[src/rtl/fan_ctrl.sv]
`default_nettype none
// +----------------------------------------------------------------------------+
// | fan_ctrl : PWM fan driver with tach measurement, spin-up and stall retry  |
// | Optional build macro: FAN_CTRL_RAMP_EN (soft ramp of RUN duty)            |
// | Revision : 1.0                                                             |
// +----------------------------------------------------------------------------+
module fan_ctrl #(
  parameter int WIN_CNT   = 49999999,
  parameter int SPIN_WIN  = 2,
  parameter int STALL_MIN = 1
) (
  input  logic        CLK_I,
  input  logic        RST_I,
  input  logic        CFG_VLD,
  input  logic [9:0]  CFG_DUTY,
  input  logic        CFG_AUTO,
  input  logic        FAN_IN,
  output logic        PWM,
  output logic [26:0] FAN_CNT,
  output logic        CNT_VLD,
  output logic        STALL,
  output logic [1:0]  STATE
);

  localparam int c_win_w  = (WIN_CNT  < 1) ? 1 : $clog2(WIN_CNT + 1);
  localparam int c_spin_w = (SPIN_WIN < 2) ? 1 : $clog2(SPIN_WIN + 1);
  localparam logic [c_win_w-1:0]  c_win_last  = c_win_w'(WIN_CNT);
  localparam logic [c_spin_w-1:0] c_spin_last = c_spin_w'((SPIN_WIN < 1) ? 0 : SPIN_WIN - 1);
  localparam logic [26:0]         c_stall_min = 27'(STALL_MIN);
  localparam logic [26:0]         c_acc_max   = '1;
  localparam logic [9:0]          c_duty_full = 10'd1023;

  typedef enum logic [1:0] {
    S_IDLE   = 2'd0,
    S_SPINUP = 2'd1,
    S_RUN    = 2'd2,
    S_STALL  = 2'd3
  } state_t;

  state_t              r_state;
  state_t              w_state_nxt;
  logic [2:0]          r_sync;
  logic                w_fall;
  logic [c_win_w-1:0]  r_win_cnt;
  logic                w_tick;
  logic [26:0]         r_acc;
  logic [26:0]         r_fan_cnt;
  logic                r_cnt_vld;
  logic [9:0]          r_pwm_cnt;
  logic [9:0]          r_target;
  logic                r_auto;
  logic                r_stall;
  logic [c_spin_w-1:0] r_spin_cnt;
  logic                w_spin_clr;
  logic                w_spin_inc;
  logic                w_stall_set;
  logic [9:0]          w_run_duty;
  logic [9:0]          w_eff;

  // Idle-high tach line: flops preset to 1 so reset release is not seen as a fall.
  always_ff @(posedge CLK_I) begin
    if (RST_I) r_sync <= 3'b111;
    else       r_sync <= {r_sync[1:0], FAN_IN};
  end

  assign w_fall = r_sync[2] & ~r_sync[1];
  assign w_tick = (r_win_cnt == c_win_last);

  always_ff @(posedge CLK_I) begin
    if (RST_I)       r_win_cnt <= '0;
    else if (w_tick) r_win_cnt <= '0;
    else             r_win_cnt <= r_win_cnt + 1'b1;
  end

  // An edge on the terminal tick seeds the next window instead of the closing one.
  always_ff @(posedge CLK_I) begin
    if (RST_I) begin
      r_acc     <= '0;
      r_fan_cnt <= '0;
      r_cnt_vld <= 1'b0;
    end else begin
      r_cnt_vld <= w_tick;
      if (w_tick) begin
        r_fan_cnt <= r_acc;
        r_acc     <= {26'd0, w_fall};
      end else if (w_fall && (r_acc != c_acc_max)) begin
        r_acc <= r_acc + 27'd1;
      end
    end
  end

  always_ff @(posedge CLK_I) begin
    if (RST_I) r_pwm_cnt <= '0;
    else       r_pwm_cnt <= r_pwm_cnt + 10'd1;
  end

  always_ff @(posedge CLK_I) begin
    if (RST_I) begin
      r_target <= '0;
      r_auto   <= 1'b0;
    end else if (CFG_VLD) begin
      r_target <= CFG_DUTY;
      r_auto   <= CFG_AUTO;
    end
  end

  always_ff @(posedge CLK_I) begin
    if (RST_I) r_state <= S_IDLE;
    else       r_state <= w_state_nxt;
  end

  // A configuration write always takes precedence over the window tick.
  always_comb begin
    w_state_nxt = r_state;
    w_spin_clr  = 1'b0;
    w_spin_inc  = 1'b0;
    w_stall_set = 1'b0;
    if (CFG_VLD) begin
      if (CFG_DUTY == 10'd0) begin
        w_state_nxt = S_IDLE;
      end else if (r_state == S_IDLE) begin
        w_state_nxt = S_SPINUP;
        w_spin_clr  = 1'b1;
      end
    end else if (w_tick) begin
      case (r_state)
        S_SPINUP: begin
          if (r_spin_cnt == c_spin_last) w_state_nxt = S_RUN;
          else                           w_spin_inc  = 1'b1;
        end
        S_RUN: begin
          if (r_auto && (r_acc < c_stall_min)) begin
            w_state_nxt = S_STALL;
            w_stall_set = 1'b1;
          end
        end
        S_STALL: begin
          w_state_nxt = S_SPINUP;
          w_spin_clr  = 1'b1;
        end
        default: w_state_nxt = r_state;
      endcase
    end
  end

  always_ff @(posedge CLK_I) begin
    if (RST_I)           r_spin_cnt <= '0;
    else if (w_spin_clr) r_spin_cnt <= '0;
    else if (w_spin_inc) r_spin_cnt <= r_spin_cnt + 1'b1;
  end

  always_ff @(posedge CLK_I) begin
    if (RST_I)            r_stall <= 1'b0;
    else if (CFG_VLD)     r_stall <= 1'b0;
    else if (w_stall_set) r_stall <= 1'b1;
  end

`ifdef FAN_CTRL_RAMP_EN
  logic [9:0] r_ramp;

  // Enter RUN at full drive, then walk one step per PWM period toward the target.
  always_ff @(posedge CLK_I) begin
    if (RST_I) begin
      r_ramp <= '0;
    end else if ((w_state_nxt == S_RUN) && (r_state != S_RUN)) begin
      r_ramp <= c_duty_full;
    end else if ((r_state == S_RUN) && (r_pwm_cnt == 10'd1023)) begin
      if (r_ramp > r_target)      r_ramp <= r_ramp - 10'd1;
      else if (r_ramp < r_target) r_ramp <= r_ramp + 10'd1;
    end
  end

  assign w_run_duty = r_ramp;
`else
  assign w_run_duty = r_target;
`endif

  always_comb begin
    w_eff = 10'd0;
    case (r_state)
      S_SPINUP, S_STALL: w_eff = c_duty_full;
      S_RUN:             w_eff = w_run_duty;
      default:           w_eff = 10'd0;
    endcase
  end

  assign PWM     = (w_eff == c_duty_full) || (r_pwm_cnt < w_eff);
  assign FAN_CNT = r_fan_cnt;
  assign CNT_VLD = r_cnt_vld;
  assign STALL   = r_stall;
  assign STATE   = r_state;

endmodule
`default_nettype wire

[config.mk]
export PLATFORM = sky130hd
export DESIGN_NAME = fan_ctrl
export DESIGN_NICKNAME = d
export VERILOG_FILES = /design/src/rtl/fan_ctrl.sv
export SDC_FILE = /design/constraint.sdc
export NUM_CORES = 1
export LEC_CHECK = 0
export BUFFER_PORTS_ARGS = -buffer_cell sky130_fd_sc_hd__buf_2
export CAP_MARGIN = 30
export CORE_ASPECT_RATIO = 1.1
export CORE_MARGIN = 2
export CORE_UTILIZATION = 55
export CTS_CLUSTER_SIZE = 16
export DETAILED_ROUTE_END_ITERATION = 7
export PLACE_DENSITY = 0.75
export SLEW_MARGIN = 20
export SYNTH_ARGS = -nofsm -noshare
export SYNTH_HDL_FRONTEND = slang
export SYNTH_SLANG_ARGS = --single-unit
[constraint.sdc]
create_clock -name CLK_I -period 4.67 [get_ports CLK_I]
set_clock_uncertainty 0.1 [all_clocks]
set_input_delay 0.2335 -clock CLK_I [delete_from_list [all_inputs] [get_ports CLK_I]]
set_output_delay 0.2335 -clock CLK_I [all_outputs]
set_load 0.02 [all_outputs]
==> results list, run 1 <==
- For this block, the initial DRC count from the detailed router was 308.
- In this run, synthesis produced a sequential element count of 110.
- Part of the power in combinational logic: 0.046
- Total standard cell area after synthesis: 0.00514 mm²
- Post-CTS sizing: 0
- Final-report hold violation count: 0
- Entering global routing, the biggest net connects 61 pins.
- The initial utilization of the core area, before any placement, comes to 0.558.
- The floorplan step defined a core boundary enclosing 0.00921 mm².
* Total power divided by cell area: 291 mW/mm²
- IO Pins: 47
* Total wire length: 11000 µm
* Share of flip-flops with an asynchronous set or reset: 0
- Via count: 4365
- Number of standard cells after synthesis: 592
- The die covers 0.0101 mm².
* Kind of critical path: reg -> out
- After filler insertion, the fill cell instance count of the layout stands at 806.
* Vias per cell: 5.87
- After global routing the overflow that remains totals 0.
- Setup repair after global routing missed its margin: no
- The share of the Yosys chip area taken by registers is 0.429.
* Primary flip-flop cell chosen by synthesis mapping: sky130_fd_sc_hd__dfxtp_1
- The tree built by TritonCTS fans out to 110 sinks.
- Area grow syn2layout: 9.57%
- Setup violations remaining at the end of the flow were counted as 0.
- Final sum of negative setup slack: 0 ns
* Largest vdd supply drop: 0.190 mV
- In this run the vertical extent of the chip is 105 µm.
- Max Fclk: 0.343 GHz
- In this design, the largest share of critical-path delay is due to compound AO/OA/AOI/OAI gates.
- Sorting the synthesized cells by area gives the leading types as sky130_fd_sc_hd__dfxtp_1 43%, sky130_fd_sc_hd__nand2_1 5.7%, sky130_fd_sc_hd__a21oi_1 5.4%.
- Core Rows: 37
- Max-slew violation total from the final report: 0
- Total Nets Final: 650
- Final GP Congestion: 0.869
- Type of the most critical hold path: in -> reg
- DR pass1 iterations: 5
* Critical Path, Cell by Cell: a21oi_1 -> ha_1 -> a21o_1 -> a2111oi_0 -> a21oi_1 -> o31ai_1 -> buf_2
- First-pass GRT wire length: 18400 µm
- Clock tree from TritonCTS: yes
- STA classifies the critical path startpoint as a flop.
- In this run the clock root is driven by a sky130_fd_sc_hd__clkbuf_8.
* Area share of the largest cell type after synthesis: 0.429
* Library cell with the largest summed area after synthesis: sky130_fd_sc_hd__dfxtp_1
- Horizontal die dimension: 96.2 µm
- Slowest cell on the critical path: sky130_fd_sc_hd__dfxtp_1
- Element type at the critical path end: primary output
* Library cells used by synthesis: 57
* Portion of total power attributed to sequential cells: 0.589
* Inserted Diodes: 0
- Total nets after synthesis: 620
* Psw: 0.000378 W
- Post-synth EDFFs: 0
- After detailed routing, the average wire length per cell comes to 14.8 µm.
* Largest driver fanout on the critical path: 17
- Worst path bufs/invs: 1
* Status: finished, final reports clean
- The detail route stage leaves a number of antenna-violating nets equal to 0.
- Number of I/O port buffers: 46
* Endpoint required time on the critical path: 4.34 ns
- Clock share of power: 0.365
- Mean instance size in the synthesized netlist: 8.68 µm²
- At the pin with the least slew margin, the transition time is 0.908 ns.
- P_leak: 2.12 nW
* DP HPWL: 7520 µm
* CP peak stage delay: 0.70 ns
- Of the total power, the share spent switching nets is 0.231.
- No sink is reached through more buffers than the 2 on the longest clock path.
* Fraction of layout instances using a drive strength above 1: 0.140
- Counting stages on the worst path, the most repeated cell is sky130_fd_sc_hd__a21oi_1.
- Clock-pin slew was measured on the worst setup and hold paths at 0.10 ns.
- Count of placed standard cells including taps: 725
- In the routed design, unresolved DRC markers number 0.
- Headroom to the max-slew limit came out at 0.394.
- Synth Warn #: 0
- Global-route total usage across every layer: 0.227
- Of the available clock period, the critical path in the final layout requires 0.625.
* Number of buffers inserted during clock tree synthesis: 9
* Number of global-route vias before repair: 4006
* Max-Cap Viols: 0
* Final standard cell count with taps included and fillers excluded: 744
* Power Internal: 0.00126 W
- Shortest period the worst path allows: 2.92 ns
- The H-tree generated during clock tree synthesis spans 3 levels.
- Critical path arrival: 2.59 ns
- The initial antenna violation count came to 0.
- Insertion delay to the later sink of the worst-skew pair: 0.38 ns
## layout by cell type, fill, tap and decap left out, types with 2 or more instances in the layout
cell type,Yosys,final
sky130_fd_sc_hd__o21ai_0,7,7
sky130_fd_sc_hd__o21a_1,4,4
sky130_fd_sc_hd__mux2i_1,18,18
sky130_fd_sc_hd__and4_4,3,3
sky130_fd_sc_hd__or4_1,16,16
sky130_fd_sc_hd__nand4_1,21,21
sky130_fd_sc_hd__nor3b_1,2,2
sky130_fd_sc_hd__or2_2,4,4
sky130_fd_sc_hd__inv_1,8,8
sky130_fd_sc_hd__nor4_4,2,2
sky130_fd_sc_hd__buf_2,6,46
sky130_fd_sc_hd__o31ai_1,13,13
sky130_fd_sc_hd__and2_1,5,5
sky130_fd_sc_hd__clkinv_2,0,2
sky130_fd_sc_hd__nor4b_2,2,2
sky130_fd_sc_hd__dfxtp_1,110,110
sky130_fd_sc_hd__or3_1,5,5
sky130_fd_sc_hd__clkbuf_8,0,11
sky130_fd_sc_hd__o211ai_1,2,2
sky130_fd_sc_hd__xor2_1,23,23
sky130_fd_sc_hd__nor2_1,55,55
sky130_fd_sc_hd__xnor2_1,11,11
sky130_fd_sc_hd__dlygate4sd3_1,0,2
sky130_fd_sc_hd__o2111ai_1,2,2
sky130_fd_sc_hd__nand3_1,31,31
sky130_fd_sc_hd__and4_1,5,5
sky130_fd_sc_hd__and3_1,12,12
sky130_fd_sc_hd__nor2b_1,2,2
sky130_fd_sc_hd__a21o_1,3,3
sky130_fd_sc_hd__buf_4,2,3
sky130_fd_sc_hd__a21oi_1,55,55
sky130_fd_sc_hd__ha_1,13,13
sky130_fd_sc_hd__nand2b_1,5,5
sky130_fd_sc_hd__nor3_1,10,10
sky130_fd_sc_hd__nand2_1,78,78
sky130_fd_sc_hd__nor4_1,9,9
## power groups by stage
| stage | Clock (W) | Sequential (W) | Combinational [W] |
|---|---|---|---|
| floorplan | 0 | 0.000980 | 0.0000562 |
| global placement | 0 | 0.000984 | 0.0000719 |
| detailed placement | 0 | 0.000985 | 0.0000750 |
| CTS | 0.000606 | 0.000964 | 0.0000765 |
| global route | 0.000643 | 0.000966 | 0.0000859 |
| finish | 0.000597 | 0.000964 | 0.0000758 |
## metrics by stage
stage | power (W) | setup slack (ns) | util | instance area (µm²) | hold WS, ns
after floorplan | 0.00104 | 1.86 | - | 5140 | 0.237
after global placement | 0.00106 | 2.10 | 0.584 | 5380 | 0.293
after detailed placement | 0.00106 | 2.01 | 0.585 | 5390 | 0.294
after CTS | 0.00165 | 1.76 | 0.610 | 5620 | 0.00820
after global routing | 0.00170 | 1.58 | 0.611 | 5630 | 0.0180
final | 0.00164 | 1.75 | 0.611 | 5630 | 0.0126
## per-layer routing
metal	global-route usage	vias up	part of all wire
met3	0.0472	19	0.038
met1	0.292	2076	0.46
met5	0	-	0
li1	-	2171	-
met4	0.0949	0	0.022
met2	0.366	99	0.48
## tightest hold or removal path, cell delays in order
cell and delay [ns]:
sky130_fd_sc_hd__buf_2 0.08, sky130_fd_sc_hd__mux2i_1 0.06, sky130_fd_sc_hd__nor2_1 0.08
## Yosys cell counts (6+ instances only)
master / number
sky130_fd_sc_hd__ha_1: 13
sky130_fd_sc_hd__clkbuf_1: 22
sky130_fd_sc_hd__nor4_1: 9
sky130_fd_sc_hd__nand4_1: 21
sky130_fd_sc_hd__a21oi_1: 55
sky130_fd_sc_hd__o21ai_0: 7
sky130_fd_sc_hd__inv_1: 8
sky130_fd_sc_hd__o31ai_1: 13
sky130_fd_sc_hd__buf_2: 6
sky130_fd_sc_hd__xor2_1: 23
sky130_fd_sc_hd__nor2_1: 55
sky130_fd_sc_hd__nand2_1: 78
sky130_fd_sc_hd__and3_1: 12
sky130_fd_sc_hd__xnor2_1: 11
sky130_fd_sc_hd__or4_1: 16
sky130_fd_sc_hd__nor3_1: 10
sky130_fd_sc_hd__mux2i_1: 18
sky130_fd_sc_hd__nand3_1: 31
sky130_fd_sc_hd__dfxtp_1: 110
## sequential cells by signal (all words and copies together), names as in the netlist
name        cells
STATE           2
r_sync          3
STALL           1
r_win_cnt      26
r_auto          1
CNT_VLD         1
r_target       10
r_acc          27
r_pwm_cnt      10
FAN_CNT        27
r_spin_cnt      2
## layout make-up
type	instances	area [µm²]	share of cell area
well taps	117	146	0.0260
clock buffers	11	151	0.0269
clock inverters	5	56.3	0.0100
repair buffers	53	299	0.0531
flip-flops and latches	110	2200	0.391
inverters	8	30.0	0.00533
multi-input cells	440	2750	0.488
## cells by family (layout without fill, tap and decap cells)
logic type | Yosys count | count (layout) | synth area share
AO/OA/AOI/OAI | 98 | 98 | 0.120
XOR/XNOR | 34 | 34 | 0.0579
adder cells (fa/ha/maj) | 13 | 13 | 0.0317
buffers and inverters | 42 | 77 | 0.0380
flip-flops | 110 | 110 | 0.429
multiplexers | 18 | 18 | 0.0351
AND/OR/NAND/NOR | 277 | 277 | 0.289
## what timing repair did
item                                   4_1_cts  5_1_grt
buffers inserted                             0        0
endpoints found under the hold margin        2        0
hold buffers                                 2        0
## final timing paths
kind                      startpoint                        to  slack (ns)  cells past startpoint
min                      CFG_DUTY[2]  r_target[2]$_SDFFE_PP0P_        0.01                      3
max            STATE[0]$_SDFFE_PP0P_                       PWM        1.75                      7
min reg2reg     r_sync[0]$_SDFF_PP1_      r_sync[1]$_SDFF_PP1_        0.32                      1
max reg2reg  r_win_cnt[0]$_SDFF_PP0_     r_acc[3]$_SDFFE_PP0P_        2.00                      7
No activity file was read; power rests on OpenSTA's default activity.
==> inputs of run 2 (changes only) <==
--- a/config.mk
+++ b/config.mk
@@ -5,14 +5,15 @@
 export SDC_FILE = /design/constraint.sdc
 export NUM_CORES = 1
 export LEC_CHECK = 0
+export ABC_AREA = 1
 export BUFFER_PORTS_ARGS = -buffer_cell sky130_fd_sc_hd__buf_2
 export CAP_MARGIN = 30
 export CORE_ASPECT_RATIO = 1.1
 export CORE_MARGIN = 2
-export CORE_UTILIZATION = 55
+export CORE_UTILIZATION = 54
 export CTS_CLUSTER_SIZE = 16
 export DETAILED_ROUTE_END_ITERATION = 7
-export PLACE_DENSITY = 0.75
+export PLACE_DENSITY = 0.76
 export SLEW_MARGIN = 20
 export SYNTH_ARGS = -nofsm -noshare
 export SYNTH_HDL_FRONTEND = slang
==> constraint.sdc (replaced) <==
create_clock -name CLK_I -period 2.6 [get_ports CLK_I]
set_clock_uncertainty 0.1 [all_clocks]
set_input_delay 0.13 -clock CLK_I [delete_from_list [all_inputs] [get_ports CLK_I]]
set_output_delay 0.13 -clock CLK_I [all_outputs]
set_load 0.02 [all_outputs]
==> run 2 against run 1 <==
Wire length is 19% higher. First-iteration DRC count is 8.8% higher. Clock power is 120% higher. Sequential power is 80% higher. Hold slack better by 0.070 ns. Register-to-register slack worse by 1.6 ns. Power is 100% higher. Sequential cell count stayed put. Via count is 20% higher. Global-route usage is 1.5 points higher. Die area is 11% higher. Critical endpoint unchanged. Highest routed layer unchanged.
==> results list, run 2 <==
- Core footprint: 0.0102 mm² (was 0.00921 mm²)
- Via count: 5255 (was 4365)
- Clock share of power: 0.403 (was 0.365)
- The count of nets left with antenna violations after detail routing came to 0 (unchanged).
* First-pass GRT wire length: 22200 µm (was 18400 µm)
* Max-slew violation total from the final report: 0 (unchanged)
- Global-route congestion overflow total: 0 (unchanged)
- Final GP Congestion: 0.973 (was 0.869)
* Total nets after synthesis: 839 (was 620)
* Synth Warn #: 0 (unchanged)
- The dominant synthesized flop cell is sky130_fd_sc_hd__dfxtp_1 (unchanged).
- Insertion delay to the later sink of the worst-skew pair: 0.35 ns (was 0.38 ns)
* CTS clock-pin slew for the worst setup and hold paths: 0.07 ns (was 0.10 ns)
* Deepest clock path buffer count: 2 (unchanged)
- The number of flops mapped to enable cells by yosys was 0 (unchanged).
- The number of buffer cells added on primary ports came to 46 (unchanged).
- Status: finished, final reports clean (unchanged).
- Violation count after the first detailed-route iteration: 335 (was 308)
* Commonest non-fill, non-tap cell in the layout: sky130_fd_sc_hd__nand2_1 (was sky130_fd_sc_hd__dfxtp_1)
* Avg WL per Cell: 13.2 µm (was 14.8 µm)
- The count of unique library cells instantiated by Yosys was 41 (was 57).
- Number of global-route vias before repair: 4882 (was 4006)
- Largest driver fanout on the critical path: 16 (was 17)
- Total wire length: 13100 µm (was 11000 µm)
* Post-CTS sizing: 0 (unchanged)
- The global routing usage on met1 is 0.331 (was 0.292).
- The static power due to leakage is 2.55 nW (was 2.12 nW).
- Psw: 0.000821 W (was 0.000378 W)
* Overall power after layout: 0.00327 W (was 0.00164 W)
- Number of register bits inferred by synthesis: 110 (unchanged)
- The mean cell area of the mapped netlist came to 6.93 µm² (was 8.68 µm²).
- Period utilisation layout: 0.936
- Endpoint required time on the critical path: 2.37 ns (was 4.34 ns)
- Maximum number of pins on one net before global-route repair: 38 (was 61)
- Met2 demand-to-capacity share in global routing: 0.389 (was 0.366)
* Setup repair after global routing missed its margin: no (unchanged)
* Top cells by instance count after synthesis: 210 x sky130_fd_sc_hd__nand2_1, 110 x sky130_fd_sc_hd__dfxtp_1, 90 x sky130_fd_sc_hd__inv_1 (was 110 x sky130_fd_sc_hd__dfxtp_1, 78 x sky130_fd_sc_hd__nand2_1, 55 x sky130_fd_sc_hd__a21oi_1, 55 x sky130_fd_sc_hd__nor2_1, 31 x sky130_fd_sc_hd__nand3_1)
* Total standard cell area after synthesis: 0.00562 mm² (was 0.00514 mm²)
* Clock tree from TritonCTS: yes (unchanged)
- Number of setup violations in the final report: 0 (unchanged)
- The type of the most critical hold path is in -> reg (unchanged).
- Static timing analysis puts the maximum clock frequency at 0.411 GHz.
- The antenna diode instance count is 0 (unchanged).
- Vias per cell: 5.30 (was 5.87)
- The type of origin of the critical path is a flop (unchanged).
- Power Internal: 0.00245 W (was 0.00126 W)
- DR pass1 iterations: 5 (unchanged)
- The final HPWL from detailed placement came to 9500 µm (was 7520 µm).
* Global-route total usage across every layer: 0.242 (was 0.227)
- The share of the yosys chip area belonging to registers was 0.392 (was 0.429).
* Part of the power in combinational logic: 0.066 (was 0.046)
- Core Rows: 39 (was 37)
- Number of filler instances in the final layout: 961 (was 806)
* Core occupancy in the finished layout: 0.616 (was 0.611)
- Root buf cell: sky130_fd_sc_hd__clkbuf_16 (was sky130_fd_sc_hd__clkbuf_8)
- The fraction of layout instances using a drive strength above 1 came to 0.129 (was 0.140).
- Horizontal die dimension: 101 µm (was 96.2 µm)
- Final-report hold violation count: 0 (unchanged)
- Relative slew slack: 0.573 (was 0.394)
* Met3 usage: 0.0391 (was 0.0472)
- The actual slew at the worst max-slew pin was 0.639 ns (was 0.908 ns).
- Number of antenna violations at the first check in global routing: 0 (unchanged)
- The maximum level of the CTS H-tree was 3 (unchanged).
- Portion of total power attributed to sequential cells: 0.531 (was 0.589)
- The ratio of total power to cell area is 518 mW/mm² (was 291 mW/mm²).
- The fraction of synthesis flops using an asynchronous set or reset pin came to 0 (unchanged).
- The die outline area was 0.0112 mm² (was 0.0101 mm²).
- The die boundary height came to 111 µm (was 105 µm).
* Total Nets Final: 892 (was 650)
- Cell types occupying the most area after synthesis: sky130_fd_sc_hd__dfxtp_1 39%, sky130_fd_sc_hd__nand2_1 14%, sky130_fd_sc_hd__inv_1 6.0% (was sky130_fd_sc_hd__dfxtp_1 43%, sky130_fd_sc_hd__nand2_1 5.7%, sky130_fd_sc_hd__a21oi_1 5.4%).
- Library cell with the largest summed area after synthesis: sky130_fd_sc_hd__dfxtp_1 (unchanged)
- IO Pins: 47 (unchanged)
* Final sum of negative setup slack: 0 ns (unchanged)
- Largest vdd supply drop: 0.307 mV (was 0.190 mV)
- The global routing's busiest layer is met2 (unchanged).
- The worst endpoint data arrival time was 2.20 ns (was 2.59 ns).
- The count of clock tree sinks came to 110 (unchanged).
* Element type at the critical path end: primary output (unchanged)
* Starting density of the core: 0.549 (was 0.558)
- Area share of the largest cell type after synthesis: 0.392 (was 0.429)
- The number of max-cap violations was 0 (unchanged).
* Most numerous cell in the Yosys netlist: sky130_fd_sc_hd__nand2_1 (was sky130_fd_sc_hd__dfxtp_1)
* Number of standard cells after synthesis: 811 (was 592)
- The fraction of power spent switching nets came to 0.251 (was 0.231).
- The critical path class is reg -> out (unchanged).
- The post-synthesis to final-layout area growth was 12.4% (was 9.57%).
* DRC Markers: 0 (unchanged)
- After layout, the minimum clock period comes to 2.43 ns.
* Most used cells in the layout excluding fill and tap cells: 210 x sky130_fd_sc_hd__nand2_1, 110 x sky130_fd_sc_hd__dfxtp_1, 90 x sky130_fd_sc_hd__inv_1, 87 x sky130_fd_sc_hd__nor2_1, 57 x sky130_fd_sc_hd__a21oi_1 (was 110 x sky130_fd_sc_hd__dfxtp_1, 78 x sky130_fd_sc_hd__nand2_1, 55 x sky130_fd_sc_hd__a21oi_1, 55 x sky130_fd_sc_hd__nor2_1, 46 x sky130_fd_sc_hd__buf_2)
- The number of buffers created by CTS is 9 (unchanged).
run 2: area by class of cell:
class / instances / area [µm²] / share of cell area
flip-flops and latches: 110 / 2200 / 0.349
repair buffers: 63 / 390 / 0.0618
multi-input cells: 586 / 2930 / 0.465
clock buffers: 9 / 225 / 0.0357
well taps: 123 / 154 / 0.0244
clock inverters: 7 / 57.6 / 0.00911
inverters: 94 / 353 / 0.0559
run 2: cells by family (layout without fill, tap and decap cells):
kind of cell / count (synthesis) / after routing / synth area share
flops: 110 / 110 / 0.392
xor+xnor: 18 / 18 / 0.0280
fa+ha+maj: 13 / 13 / 0.0289
simple gates: 424 / 424 / 0.339
buf+inv: 115 / 173 / 0.0864
compound gates: 131 / 131 / 0.126
run 2: power groups by stage:
| stage | clock, W | sequential (W) | combinational [W] |
|---|---|---|---|
| final | 0.00132 | 0.00174 | 0.000216 |
| after global routing | 0.00140 | 0.00174 | 0.000247 |
| after CTS | 0.00134 | 0.00174 | 0.000216 |
| after detailed placement | 0 | 0.00178 | 0.000199 |
| after global placement | 0 | 0.00178 | 0.000192 |
| after floorplan | 0 | 0.00177 | 0.000155 |
run 2: metrics by stage:
step | instance area (µm²) | cells | worst slack [ns] | hold WS [ns]
after floorplan | 5620 | 811 | 0.497 | 0.134
after global placement | 5900 | 963 | 0.606 | 0.225
after detailed placement | 5900 | 963 | 0.536 | 0.231
after CTS | 6320 | 992 | 0.183 | 0.0818
after global routing | 6320 | 992 | 0.0298 | 0.142
final | 6320 | 992 | 0.166 | 0.0831
run 2: path summary, 6_finish.rpt:
kind                         start                       end  slack, ns  cells after the start
min                        CFG_VLD  r_target[5]$_SDFFE_PP0P_       0.08                      2
max          STATE[1]$_SDFFE_PP0P_                       PWM       0.17                      8
min reg2reg   r_sync[0]$_SDFF_PP1_      r_sync[1]$_SDFF_PP1_       0.33                      1
max reg2reg  r_acc[0]$_SDFFE_PP0P_     r_acc[7]$_SDFFE_PP0P_       0.44                     10
run 2: what timing repair did:
item                                   CTS  global route
hold buffers                            13             0
endpoints found under the hold margin   17             0
setup buffers                            0             0
run 2: worst max-delay path: stages, from the launching register on:
cell	delay, ns
sky130_fd_sc_hd__dfxtp_1	0.63
sky130_fd_sc_hd__a21oi_1	0.17
sky130_fd_sc_hd__ha_1	0.32
sky130_fd_sc_hd__nand2_1	0.08
sky130_fd_sc_hd__nor4_1	0.24
sky130_fd_sc_hd__o21ai_0	0.11
sky130_fd_sc_hd__o2111ai_1	0.08
sky130_fd_sc_hd__nand2_1	0.07
sky130_fd_sc_hd__buf_2	0.16
run 2: per-layer routing:
layer | wire, µm | share of wire
met2 | 6170 | 0.47
met1 | 6140 | 0.47
met5 | 0 | 0
met3 | 602 | 0.046
met4 | 184 | 0.014
==> inputs of run 3 (changes only) <==
==> constraint.sdc (replaced) <==
create_clock -name CLK_I -period 2.6 [get_ports CLK_I]
set_clock_uncertainty 0.1 [all_clocks]
set_input_delay 0.13 -clock CLK_I [delete_from_list [all_inputs] [get_ports CLK_I]]
set_output_delay 0.13 -clock CLK_I [all_outputs]
set_load 0.01 [all_outputs]
==> run 3 against run 2 <==
Clock-buffer cell count did not move. Sequential cell count did not move. Wire length fell by 0.99%. Sequential power barely moved. Via count rose by 0.42%. Fmax rose by 3.6%. Global-route usage fell by 0.43 points. Power rose by 4.9%. Utilization rose by 0.38 points. Register-to-register slack barely moved. Clock power rose by 13%.
==> results list, run 3 (synthesis gave the netlist of run 2 again) <==
* Status: finished, final reports clean (unchanged)
- The largest net degree at the start of global routing is 38 (unchanged).
- The die boundary height came to 111 µm (unchanged).
* Register-to-Register Path Depth: 10 (unchanged)
- Setup repair after global routing missed its margin: no (unchanged)
- Startpoint class of the critical path: flop (unchanged)
- CP peak stage delay: 0.62 ns (was 0.63 ns)
* Core Rows: 39 (unchanged)
- The kind of capture point of the worst setup path is a primary output (unchanged).
- The count of final max-slew check failures was 0 (unchanged).
- The post-synthesis to final-layout area growth is 13.0% (was 12.4%).
- The most common cell after layout, fill and taps aside is sky130_fd_sc_hd__nand2_1 (unchanged).
- Fraction of layout instances using a drive strength above 1: 0.130 (was 0.129)
- The fill cell total of the finished layout was 931 (was 961).
- DR pass1 iterations: 5 (unchanged)
* Crit-path leading delay family: flip-flops (unchanged)
- The static power due to leakage came to 2.57 nW (was 2.55 nW).
- The final routed wire length divided by cell count was 13.1 µm (was 13.2 µm).
* Insertion delay to the later sink of the worst-skew pair: 0.35 ns (about the same)
- The post-route fraction of the period consumed by the critical path came to 0.903 (was 0.936).
- Global-route total usage across every layer: 0.238 (was 0.242)
* Largest vdd supply drop: 0.297 mV (was 0.307 mV)
- Met2 demand-to-capacity share in global routing: 0.389 (about the same)
- The number of buffers created by CTS was 9 (unchanged).
- Number of setup violations in the final report: 0 (unchanged)
* Cell depth of the worst hold path: 2 (unchanged)
- IO Pins: 47 (unchanged)
- The maximum net fanout on the critical path was 16 (unchanged).
- The antenna diode instance count came to 0 (unchanged).
- Max Fclk: 0.426 GHz (was 0.411 GHz)
- GRT busiest layer: met2 (unchanged)
- The root buffer cell is sky130_fd_sc_hd__clkbuf_16 (unchanged).
- First-pass GRT wire length: 21800 µm (was 22200 µm)
- Total power divided by cell area: 541 mW/mm² (was 518 mW/mm²)
- The count of nets left with antenna violations after detail routing came to 0 (unchanged).
- Number of global-route vias before repair: 4897 (was 4882)
* Total Nets Final: 892 (unchanged)
- The buffering stage count on the worst path with inverters included came to 1 (unchanged).
- The global routing usage on met1 came to 0.312 (was 0.331).
- Core footprint: 0.0102 mm² (unchanged)
* Deepest clock path buffer count: 2 (unchanged)
- Starting density of the core: 0.549 (unchanged)
- The most common cell type on the critical path is sky130_fd_sc_hd__nand2_1 (unchanged).
- Violation count after the first detailed-route iteration: 300 (was 335)
- Number of I/O port buffers: 46 (unchanged)
- Most used cells in the layout excluding fill and tap cells: 210 x sky130_fd_sc_hd__nand2_1, 109 x sky130_fd_sc_hd__dfxtp_1, 90 x sky130_fd_sc_hd__inv_1, 87 x sky130_fd_sc_hd__nor2_1, 57 x sky130_fd_sc_hd__a21oi_1 (was 210 x sky130_fd_sc_hd__nand2_1, 110 x sky130_fd_sc_hd__dfxtp_1, 90 x sky130_fd_sc_hd__inv_1, 87 x sky130_fd_sc_hd__nor2_1, 57 x sky130_fd_sc_hd__a21oi_1).
* Critical Path, Cell by Cell: a21oi_1 -> ha_1 -> nand2_1 -> nor4_1 -> o21ai_0 -> o2111ai_1 -> nand2_1 -> buf_2 (unchanged)
- Kind of critical path: reg -> out (unchanged)
* Endpoint required time on the critical path: 2.37 ns (about the same)
- Logic depth of the worst setup path including buffers: 8 (unchanged)
- The worst endpoint data arrival time was 2.12 ns (was 2.20 ns).
- The actual slew at the worst max-slew pin is 0.587 ns (was 0.639 ns).
* Final GP Congestion: 0.975 (was 0.973)
* DP HPWL: 9530 µm (was 9500 µm)
- The total congestion overflow after global routing is 0 (unchanged).
- Total wire length: 13000 µm (was 13100 µm)
* # Post-CTS Setup Buffers: 0 (unchanged)
- The total vias in the final route is 5277 (was 5255).
* CTS clock-pin slew for the worst setup and hold paths: 0.07 ns (about the same)
* Number of antenna violations at the first check in global routing: 0 (unchanged)
- The worst slew margin relative to its limit was 0.608 (was 0.573).
- The count of clock tree sinks was 110 (unchanged).
- The width of the die came to 101 µm (unchanged).
* Area of the die: 0.0112 mm² (unchanged)
- The number of max-cap violations came to 0 (unchanged).
- The type of the most critical hold path is in -> reg (unchanged).
- Shortest period the worst path allows: 2.35 ns (was 2.43 ns)
* Vias per cell: 5.32 (was 5.30)
- DRC Markers: 0 (unchanged)
- Overall power after layout: 0.00344 W (was 0.00327 W)
- Met3 usage: 0.0340 (was 0.0391)
- Slowest cell on the critical path: sky130_fd_sc_hd__dfxtp_1 (unchanged)
* Htree depth: 3 (unchanged)
- Clock tree from TritonCTS: yes (unchanged)
- The hold violation count in the final report came to 0 (unchanged).
- Final sum of negative setup slack: 0 ns (unchanged)
==> run 3: final timing paths <==
| check | startpoint | to | slack [ns] |
|---|---|---|---|
| setup reg to reg | r_acc[0]$_SDFFE_PP0P_ | r_acc[11]$_SDFFE_PP0P_ | 0.44 |
| hold reg to reg | r_sync[0]$_SDFF_PP1_ | r_sync[1]$_SDFF_PP1_ | 0.31 |
| hold / removal | CFG_VLD | r_target[5]$_SDFFE_PP0P_ | 0.1 |
| setup / recovery | STATE[0]$_SDFFE_PP0P_ | PWM | 0.25 |
==> run 3: per-layer routing <==
metal | share of wire | up-vias | wire, µm
met5 | 0 | - | 0
met4 | 0.025 | 0 | 330
met3 | 0.057 | 32 | 737
met2 | 0.47 | 184 | 6110
met1 | 0.45 | 2355 | 5790
li1 | - | 2706 | -
==> run 3: cell type report <==
type | count | area, µm² | share of cell area
Clock inverter | 7 | 95.1 | 0.0150
Tap cell | 123 | 154 | 0.0242
Timing Repair Buffer | 63 | 390 | 0.0614
Sequential cell | 110 | 2200 | 0.347
Multi-Input combinational cell | 586 | 2930 | 0.462
Inverter | 94 | 353 | 0.0555
Clock buffer | 9 | 225 | 0.0354
==> run 3: repair_timing <==
item,in CTS,in global routing
hold buffers,13,0
gates resized for setup,0,1
setup endpoints to repair,0,1
hold endpoints to repair,15,0
==> run 3: per-stage QoR <==
step / hold WS (ns) / cells / cell area, µm² / setup slack (ns) / utilization
CTS: 0.0812 / 992 / 6350 / 0.197 / 0.620
detailed placement: 0.232 / 963 / 5900 / 0.523 / 0.576
floorplan: 0.134 / 811 / 5620 / 0.623 / -
finish: 0.0953 / 992 / 6350 / 0.251 / 0.620
global route: 0.123 / 992 / 6350 / 0.0312 / 0.620
global placement: 0.226 / 963 / 5900 / 0.621 / 0.576
==> run 3: where the power goes <==
part / internal (W) / switching, W / total (W)
clock network: 0.000848 / 0.000637 / 0.00149
registers: 0.00171 / 0.0000290 / 0.00174
logic: 0.0000799 / 0.000131 / 0.000211
total: 0.00264 / 0.000797 / 0.00344
==> run 3: worst register-to-register path, stage by stage, from the launching register on <==
cell,delay (ns)
sky130_fd_sc_hd__dfxtp_1,0.44
sky130_fd_sc_hd__ha_1,0.24
sky130_fd_sc_hd__nand3_1,0.19
sky130_fd_sc_hd__inv_1,0.11
sky130_fd_sc_hd__nand2_2,0.09
sky130_fd_sc_hd__nor2_4,0.11
sky130_fd_sc_hd__nand2_2,0.07
sky130_fd_sc_hd__nand2_4,0.15
sky130_fd_sc_hd__buf_4,0.26
sky130_fd_sc_hd__nor3_1,0.07
sky130_fd_sc_hd__nor3b_1,0.23
